$ cat config.mk
export PLATFORM = sky130hd
export DESIGN_NAME = seg7_scan_ctrl
export DESIGN_NICKNAME = d
export VERILOG_FILES = /design/src/rtl/seg7_pkg.sv /design/src/rtl/seg7_enc.sv /design/src/rtl/seg7_scan_ctrl.sv
export SDC_FILE = /design/constraint.sdc
export NUM_CORES = 1
export LEC_CHECK = 0
export CAP_MARGIN = 10
export CORE_MARGIN = 2
export CORE_UTILIZATION = 49
export CTS_BUF_LIST = sky130_fd_sc_hd__clkbuf_8 sky130_fd_sc_hd__clkbuf_16
export CTS_CLUSTER_SIZE = 10
export DETAILED_ROUTE_END_ITERATION = 10
export GPL_ROUTABILITY_DRIVEN = 0
export PLACE_DENSITY = 0.81
export SLEW_MARGIN = 10
export SYNTH_ARGS = -nofsm -noshare
export SYNTH_HDL_FRONTEND = slang
export SYNTH_SLANG_ARGS = --single-unit
$ cat constraint.sdc
create_clock -name clk -period 2.7 [get_ports clk]
set_input_delay 0.54 -clock clk [delete_from_list [all_inputs] [get_ports clk]]
set_output_delay 0.54 -clock clk [all_outputs]
set_load 0.02 [all_outputs]
$ cat src/rtl/seg7_pkg.sv
// Shared constants and types for the seven-segment scan controller.
// Segment patterns are active-low, ordered {g,f,e,d,c,b,a}.
package seg7_pkg;

  localparam logic [6:0] SEG_BLANK = 7'h7F;
  localparam logic [6:0] SEG_DASH  = 7'h3F;

  // Index k holds the pattern for decimal digit k.
  localparam logic [9:0][6:0] SEG_DIGITS = {
    7'h10, 7'h00, 7'h78, 7'h02, 7'h12,
    7'h19, 7'h30, 7'h24, 7'h79, 7'h40
  };

  typedef enum logic [1:0] {
    IDLE  = 2'd0,
    BLANK = 2'd1,
    SHOW  = 2'd2
  } scan_state_t;

endpackage

$ cat src/rtl/seg7_enc.sv
// Combinational BCD to active-low seven-segment encoder.
// Codes above 9 are shown as a dash.
module seg7_enc
  import seg7_pkg::*;
(
  input  logic [3:0] bcd_i,
  output logic [6:0] seg_n_o
);

  always_comb begin
    seg_n_o = SEG_DASH;
    if (bcd_i <= 4'd9) begin
      seg_n_o = SEG_DIGITS[bcd_i];
    end
  end

endmodule

$ cat src/rtl/seg7_scan_ctrl.sv
// Time-multiplexed 8-digit seven-segment scan controller with per-digit
// blanking window and leading-zero suppression.
module seg7_scan_ctrl
  import seg7_pkg::*;
#(
  parameter int CLK_HZ       = 100_000_000,
  parameter int SCAN_HZ      = 1000,
  parameter int NUM_DIGITS   = 8,
  parameter int BLANK_CYCLES = 16
) (
  input  logic                    clk,
  input  logic                    rst,
  input  logic                    en,
  input  logic [4*NUM_DIGITS-1:0] digits_bcd,
  input  logic [NUM_DIGITS-1:0]   dp_mask,
  input  logic                    lz_blank,
  output logic [2:0]              digit_sel,
  output logic [6:0]              seg_n,
  output logic                    dp_n,
  output logic                    frame_done
);

  // DIV must be at least BLANK_CYCLES+2 so every digit gets a lit phase.
  localparam int DIV   = CLK_HZ / SCAN_HZ;
  localparam int CNT_W = (DIV > 1) ? $clog2(DIV) : 1;

  localparam logic [CNT_W-1:0] CNT_LAST       = CNT_W'(DIV - 1);
  localparam logic [CNT_W-1:0] CNT_BLANK_LAST = CNT_W'(BLANK_CYCLES - 1);
  localparam logic [2:0]       SEL_LAST       = 3'(NUM_DIGITS - 1);

  scan_state_t      state_q;
  logic [CNT_W-1:0] cnt_q;
  logic [2:0]       digit_sel_q;
  logic [6:0]       seg_n_q;
  logic             dp_n_q;
  logic             frame_done_q;

  logic [2:0]       digit_sel_d;
  logic [6:0]       seg_show_d;
  logic             dp_show_d;
  logic             lz_hit_d;
  logic             zero_above;
  logic [6:0]       enc_seg;

  // Pad the digit bus to a full 8 slots so a 3-bit index is always in range.
  logic [3:0] nib_all [8];
  logic [7:0] dp_all;

  generate
    for (genvar gi = 0; gi < 8; gi++) begin : g_pad
      if (gi < NUM_DIGITS) begin : g_live
        assign nib_all[gi] = digits_bcd[4*gi +: 4];
        assign dp_all[gi]  = dp_mask[gi];
      end else begin : g_unused
        assign nib_all[gi] = 4'h0;
        assign dp_all[gi]  = 1'b0;
      end
    end
  endgenerate

  // Selected digit is a leading zero when it and every higher nibble are 0.
  always_comb begin
    lz_hit_d   = 1'b0;
    zero_above = 1'b1;
    for (int k = 7; k >= 1; k--) begin
      zero_above = zero_above & (nib_all[k] == 4'h0);
      if (digit_sel_q == 3'(k)) begin
        lz_hit_d = zero_above;
      end
    end
    lz_hit_d = lz_hit_d & lz_blank;
  end

  seg7_enc u_enc (
    .bcd_i   (nib_all[digit_sel_q]),
    .seg_n_o (enc_seg)
  );

  assign seg_show_d  = lz_hit_d ? SEG_BLANK : enc_seg;
  assign dp_show_d   = ~dp_all[digit_sel_q];
  assign digit_sel_d = (digit_sel_q == SEL_LAST) ? 3'd0 : digit_sel_q + 3'd1;

  // The lit pattern is captured into seg_n_q/dp_n_q at the end of the blank
  // window and held for the whole dwell, so later input changes cannot tear.
  always_ff @(posedge clk) begin
    if (rst) begin
      state_q      <= IDLE;
      cnt_q        <= '0;
      digit_sel_q  <= 3'd0;
      seg_n_q      <= SEG_BLANK;
      dp_n_q       <= 1'b1;
      frame_done_q <= 1'b0;
    end else begin
      frame_done_q <= 1'b0;
      unique case (state_q)
        IDLE: begin
          cnt_q   <= '0;
          seg_n_q <= SEG_BLANK;
          dp_n_q  <= 1'b1;
          if (en) begin
            state_q <= BLANK;
          end
        end
        BLANK: begin
          if (!en) begin
            state_q <= IDLE;
            cnt_q   <= '0;
            seg_n_q <= SEG_BLANK;
            dp_n_q  <= 1'b1;
          end else if (cnt_q == CNT_BLANK_LAST) begin
            state_q <= SHOW;
            cnt_q   <= cnt_q + CNT_W'(1);
            seg_n_q <= seg_show_d;
            dp_n_q  <= dp_show_d;
          end else begin
            cnt_q <= cnt_q + CNT_W'(1);
          end
        end
        SHOW: begin
          if (!en) begin
            state_q <= IDLE;
            cnt_q   <= '0;
            seg_n_q <= SEG_BLANK;
            dp_n_q  <= 1'b1;
          end else if (cnt_q == CNT_LAST) begin
            state_q      <= BLANK;
            cnt_q        <= '0;
            seg_n_q      <= SEG_BLANK;
            dp_n_q       <= 1'b1;
            digit_sel_q  <= digit_sel_d;
            frame_done_q <= (digit_sel_q == SEL_LAST);
          end else begin
            cnt_q <= cnt_q + CNT_W'(1);
          end
        end
        default: begin
          state_q <= IDLE;
          cnt_q   <= '0;
          seg_n_q <= SEG_BLANK;
          dp_n_q  <= 1'b1;
        end
      endcase
    end
  end

  assign digit_sel  = digit_sel_q;
  assign seg_n      = seg_n_q;
  assign dp_n       = dp_n_q;
  assign frame_done = frame_done_q;

endmodule

### Word-level counts from Yosys, hierarchy flattened

Memories as Yosys holds them, arrays and structs flattened.
Index checks and enable logic that the tools add are counted.

| word-level totals | value |
|---|---|
| flip-flop bits (word level) | 31 |
| memory bits (read-only) | 112 |
| input bits | 44 |
| word-level logic and storage cells | 87 |
| memories kept | 1 |

Memories:

| name | words | width | rd ports | clocked after memory_dff | wr ports | RTL line | text |
|---|---|---|---|---|---|---|---|
| (name not given) | 16 | 7 | 1 | 0 | 0 | seg7_enc.sv:13 | `seg_n_o = SEG_DIGITS[bcd_i];` |

| operators by class | value |
|---|---|
| add/sub/neg operators | 2 |
| magnitude comparators | 4 |
| equality and inequality tests | 14 |
| mux-type cells | 36 |
| bitwise logic cells | 12 |
| reduce and logical (&&, ||, !) cells | 12 |

Operator list:

| cell | count |
|---|---|
| 17-bit 2-to-1 mux | 3 |
| 7-bit 2-to-1 mux | 7 |
| 17-bit case mux with 2 select lines | 1 |
| 4-bit zero test | 7 |
| 17-bit by 1-bit adder with 17-bit output, second input constant | 1 |
| 17-bit == test, second input constant | 1 |
| 17-bit by 4-bit == test with 1-bit output, second input constant | 1 |
| 7-bit case mux with 2 select lines | 1 |
| 4-bit binary-select mux with 3-bit select | 1 |
| 3-bit == test, second input constant | 4 |
| 1-bit 2-to-1 mux | 12 |
| 2-bit 2-to-1 mux | 5 |
| 4-bit 2-to-1 mux | 2 |
| 1-bit bitwise AND | 7 |
| 3-bit by 2-bit == test with 1-bit output, second input constant | 2 |
| 3-bit inequality test, second input constant | 2 |
| 2-bit case mux with 3 select lines | 1 |
| 3-bit AND reduction | 2 |
| 4-bit by 5-bit less-than comparator with 1-bit output, second input constant | 1 |
| 4-bit greater-or-equal comparator, second input constant | 1 |
| 4-bit <= comparator, second input constant | 1 |
| 3-bit by 4-bit less-than comparator with 1-bit output, second input constant | 1 |
| 1-bit inverter | 4 |
| 3-bit inverter with 4-bit output | 1 |
| 11 further kinds | 11 |

### Longest topological paths before layout

| depth | value |
|---|---|
| depth in word-level cells | 13 |
| gate-level depth with buffers | 10 |

### Cells and area by module

Synthesis repeated with hierarchy kept, for this count alone.

| unflattened totals | value |
|---|---|
| cells, all modules | 235 |
| area total of the unflattened synthesis | 2169.6 um^2 |

By module, submodules not included:

| module | instances | cells an instance | area each (um^2) |
|---|---|---|---|
| seg7_scan_ctrl | 1 | 210 | 1954.4 |
| seg7_enc | 1 | 25 | 215.2 |

### Worst setup path after synthesis

No wires, ideal clock.

| timing | value |
|---|---|
| path type | reg-to-reg |
| from | reg digit_sel_q[0], in the netlist digit_sel[0] |
| to | reg seg_n_q[0], in the netlist seg_n[0] |
| library setup time | 0.131 ns |
| arrival | 2.377 ns |
| required time | 2.569 ns |
| slack | 0.192 ns |
| stages on the path, launching flop included | 9 |
| clock period less this slack | 2.508 ns |
| cells stage by stage | dfxtp_1 > buf_6 > mux4_2 > mux2i_1 > inv_1 > ha_1 > mux2_1 > a21oi_1 > a21oi_1 |

| on the way | value |
|---|---|
| longest elaborated chain between the ends | 13 |

Ends and longest elaborated chain:

| element | RTL line | text |
|---|---|---|
| from (decl) | seg7_scan_ctrl.sv:33 | `logic [2:0] digit_sel_q;` |
| from (signal assigned) | seg7_scan_ctrl.sv:130 | `digit_sel_q <= digit_sel_d;` |
| parallel branches: the longest is 9 deep, another holds memory read 16 x 7 bit | n/a |  |
| 7-bit 2-to-1 mux (*) | seg7_scan_ctrl.sv:79 | `assign seg_show_d = lz_hit_d ? SEG_BLANK : enc_seg;` |
| 7-bit 2-to-1 mux (*) | seg7_scan_ctrl.sv:110 | `end else if (cnt_q == CNT_BLANK_LAST) begin` |
| 7-bit 2-to-1 mux (*) | seg7_scan_ctrl.sv:105 | `if (!en) begin` |
| 7-bit case mux with 2 select lines (*) | seg7_scan_ctrl.sv:95 | `unique case (state_q)` |
| to (signal assigned) | seg7_scan_ctrl.sv:113 | `seg_n_q <= seg_show_d;` |
| to (decl) | seg7_scan_ctrl.sv:34 | `logic [6:0] seg_n_q;` |

Mark *: on every way between the ends. The select of a mux whose other input is x is not followed.
A chain may end at the register's enable or synchronous reset.

### Worst setup path in the final report

| timing | value |
|---|---|
| from | in digits_bcd[24] |
| to | reg seg_n_q[3], in the netlist seg_n[3] |

| on the way | value |
|---|---|
| longest elaborated chain between the ends | 13 |

Ends and longest elaborated chain:

| element | RTL line | text |
|---|---|---|
| from (decl) | seg7_scan_ctrl.sv:14 | `input logic [4*NUM_DIGITS-1:0] digits_bcd,` |
| parallel branches: the longest is 9 deep, another holds memory read 16 x 7 bit | n/a |  |
| 7-bit 2-to-1 mux (*) | seg7_scan_ctrl.sv:79 |  |
| 7-bit 2-to-1 mux (*) | seg7_scan_ctrl.sv:110 |  |
| 7-bit 2-to-1 mux (*) | seg7_scan_ctrl.sv:105 |  |
| 7-bit case mux with 2 select lines (*) | seg7_scan_ctrl.sv:95 |  |

Marked as above.

==> results.json <==
{
  "drc": 0,
  "synth_top_family_by_area": "simple AND/OR/NAND/NOR gates",
  "drv_cap": 0,
  "die_y_um": 69.4,
  "synthArstFlopShare_pct": 0,
  "outcome": "complete, no violations",
  "grt_usage_pct": 22.1,
  "cts-root-buf": "clkbuf_8",
  "ctsHtreeMaxLevel": 2,
  "diodes": 0,
  "synth-xor-area-share_pct": 5.85,
  "clkSinkCount": 31,
  "synth_edf_count": 0,
  "ys_warn_count": 0,
  "worst_slack_ps": 176,
  "clock_latency_ps": 290,
  "wl_per_cell_um": 14.3,
  "cp_top_family": "multiplexers",
  "ant_nets": 0,
  "firstDrtPassIters": 4,
  "io_pins": 56,
  "drive_gt1_share_pct": 13.0,
  "crit_path_top_delay_cell": "mux4_2",
  "synth-simple-area-share_pct": 22.1,
  "io_buffers": 55,
  "synth_nets": 286,
  "wirelength_um": 4990,
  "ys_types": 46,
  "cp_cell_sequence": "clkdlybuf4s50_1 > mux4_2 > mux2i_1 > inv_1 > ha_1 > nor2_1 > o211ai_1 > nand3_2 > a21oi_1 > a21oi_1",
  "period_minus_slack_ps": 2520,
  "skew_ps": 8.69,
  "dp_hpwl_um": 4080,
  "start_util_pct": 51.7,
  "nets": 358,
  "grt_pass1_vias": 1868,
  "fmax_mhz": 396,
  "ys_seq_area_share_pct": 29.6,
  "synthAdderAreaFrac_pct": 9.55,
  "grt_max_degree": 11,
  "worst_pin_slew_ps": 567,
  "area_delta_synth_final_pct": 38.1,
  "netlist_instances": 226,
  "cp_max_fo": 6,
  "finalCritPeriodShare_pct": 93.5,
  "setup_tns_ps": 0,
  "hold_violations": 0,
  "rows": 23,
  "seqCellArea_sq_um": 622,
  "clkTransAtPathRegs_ps": 70,
  "peakVddDrop_mv": 0.324,
  "final_common_cell": "clkdlybuf4s50_1",
  "dp_slack_ps": -112,
  "final_max_slew_viol_count": 0,
  "synth_compound_area_share_pct": 12.6,
  "rsz0062_at_grt": "no",
  "grt_overflow": 0,
  "crit_buf_inv": 2,
  "cts_tree": "done",
  "layout_common_cells": "55 x clkdlybuf4s50_1, 33 x nor2_1, 30 x dfxtp_1",
  "vias_per_cell": 5.50,
  "synthesis.area_sq_um": 2100,
  "die_w_um": 69.4,
  "max-slew-margin-rel_pct": 61.9,
  "fill_cells": 307,
  "power_density_nw_per_um2": 376,
  "cp.arrival_ps": 2750,
  "critPathLaunchType": "input port",
  "synth_ff_type": "dfxtp_1",
  "cp.required_ps": 2920,
  "leakagePower_nw": 1.09,
  "post_synth_mux_area_share_pct": 16.9,
  "worst_path_most_repeated_cell": "a21oi_1",
  "core_sq_um": 4060,
  "critPathCaptureType": "flop",
  "grt_antenna_before_repair": 0,
  "dr_total_vias": 1918,
  "ys_ff_latch": 31,
  "path_class": "in2reg",
  "finalSetupViolCount": 0,
  "synth_area_per_cell_sq_um": 9.28,
  "cts_buffer_depth": 2,
  "grt_pass1_wl_um": 8560,
  "min_path_type": "reg2reg",
  "cts_made_buffers": 5,
  "multi_input_area_sq_um": 1410,
  "drtIter0Drc": 62,
  "cpPeakStageDelay_ps": 500,
  "fp.dieArea_sq_um": 4820
}
[area by class of cell]
class	instances	area share [%]
Inverter	12	1.56
Clock buffer	7	3.33
Multi-Input combinational cell	179	48.6
Sequential cell	31	21.5
Timing Repair Buffer	69	22.6
Tap cell	50	2.16
Clock inverter	1	0.259
[registers in the layout (all words and copies together), names as in the netlist]
register,cells
state_q,2
seg_n,7
digit_sel,3
frame_done,1
dp_n,1
cnt_q,17
[power by group]
part	switching [mW]	internal (mW)
clock	0.181	0.232
combinational	0.0862	0.116
sequential	0.00799	0.466
total	0.275	0.813
[cell usage after synthesis (2+ instances only)]
| cell | count | area, sq um |
|---|---|---|
| nor2_1 | 33 | 124 |
| dfxtp_1 | 31 | 621 |
| a21oi_1 | 17 | 85.1 |
| ha_1 | 16 | 200 |
| nand2_1 | 15 | 56.3 |
| inv_1 | 12 | 45.0 |
| nand3_1 | 10 | 50.1 |
| xor2_1 | 8 | 70.1 |
| and3_1 | 7 | 43.8 |
| mux4_2 | 7 | 158 |
| nor4_1 | 6 | 37.5 |
| xnor2_1 | 6 | 52.6 |
| mux2i_1 | 5 | 50.1 |
| o21a_1 | 4 | 30.0 |
| mux4_1 | 3 | 78.8 |
| nand4_1 | 3 | 18.8 |
| nor2b_1 | 3 | 18.8 |
| a31oi_1 | 2 | 12.5 |
| and4_1 | 2 | 17.5 |
| buf_2 | 2 | 10.0 |
| mux2i_4 | 2 | 45.0 |
| nor3b_1 | 2 | 15.0 |
| nor4_2 | 2 | 25.0 |
| o211ai_1 | 2 | 15.0 |
| o211ai_2 | 2 | 25.0 |
| o21ai_0 | 2 | 10.0 |
| o21ai_1 | 2 | 10.0 |
| or3_1 | 2 | 12.5 |
[cell families after synthesis]
logic type / Yosys count
and+or+nand+nor: 91
AOI/OAI and AO/OA: 39
DFF: 31
muxes: 19
buffers and inverters: 16
adders and majority gates: 16
xor gates and xnor gates: 14
[final timing paths]
kind	from	cells after the start	slack, ps	endpoint
max	digits_bcd[24]	10	180	seg_n[3]
min	cnt_q[0]	1	460	cnt_q[0]
max reg2reg	digit_sel[0]	9	310	seg_n[3]
min reg2reg	cnt_q[0]	1	460	cnt_q[0]
[metrics by stage]
step / hold WS, ps / power, mW / cell area (sq um) / std cells / util (%)
global route: 507 / 1.14 / 2900 / 349 / 71.4
finish: 465 / 1.09 / 2900 / 349 / 71.4
global placement: 442 / 0.681 / 2790 / 341 / 68.8
floorplan: 430 / 0.582 / 2100 / 226 / -
CTS: 464 / 1.10 / 2890 / 349 / 71.3
detailed placement: 449 / 0.685 / 2790 / 341 / 68.8
[timing repair]
| item | CTS | global route |
|---|---|---|
| buffers inserted | 0 | 0 |
| endpoints found under the setup margin | 0 | 5 |
| gates resized for setup | 0 | 1 |
| hold buffers | 0 | 0 |
[layer usage]
metal  track usage, %  wire (um)  share of wire (%)  vias up
met4             9.80        103                2.1        0
li1                 -          -                  -      973
met1             26.3       2150                 43      892
met2             38.2       2560                 51       44
met3             4.36        174                3.5        9
met5                0          0                  0        -
[worst reg2reg max path: cells and delay by family (launching register included)]
kind	cells	cell delay (ps)
compound gates	3	330
fa+ha+maj	1	240
buf+inv	1	100
flops	1	500
mux	2	830
simple gates	2	320
Power figures use the tool's default switching activity.
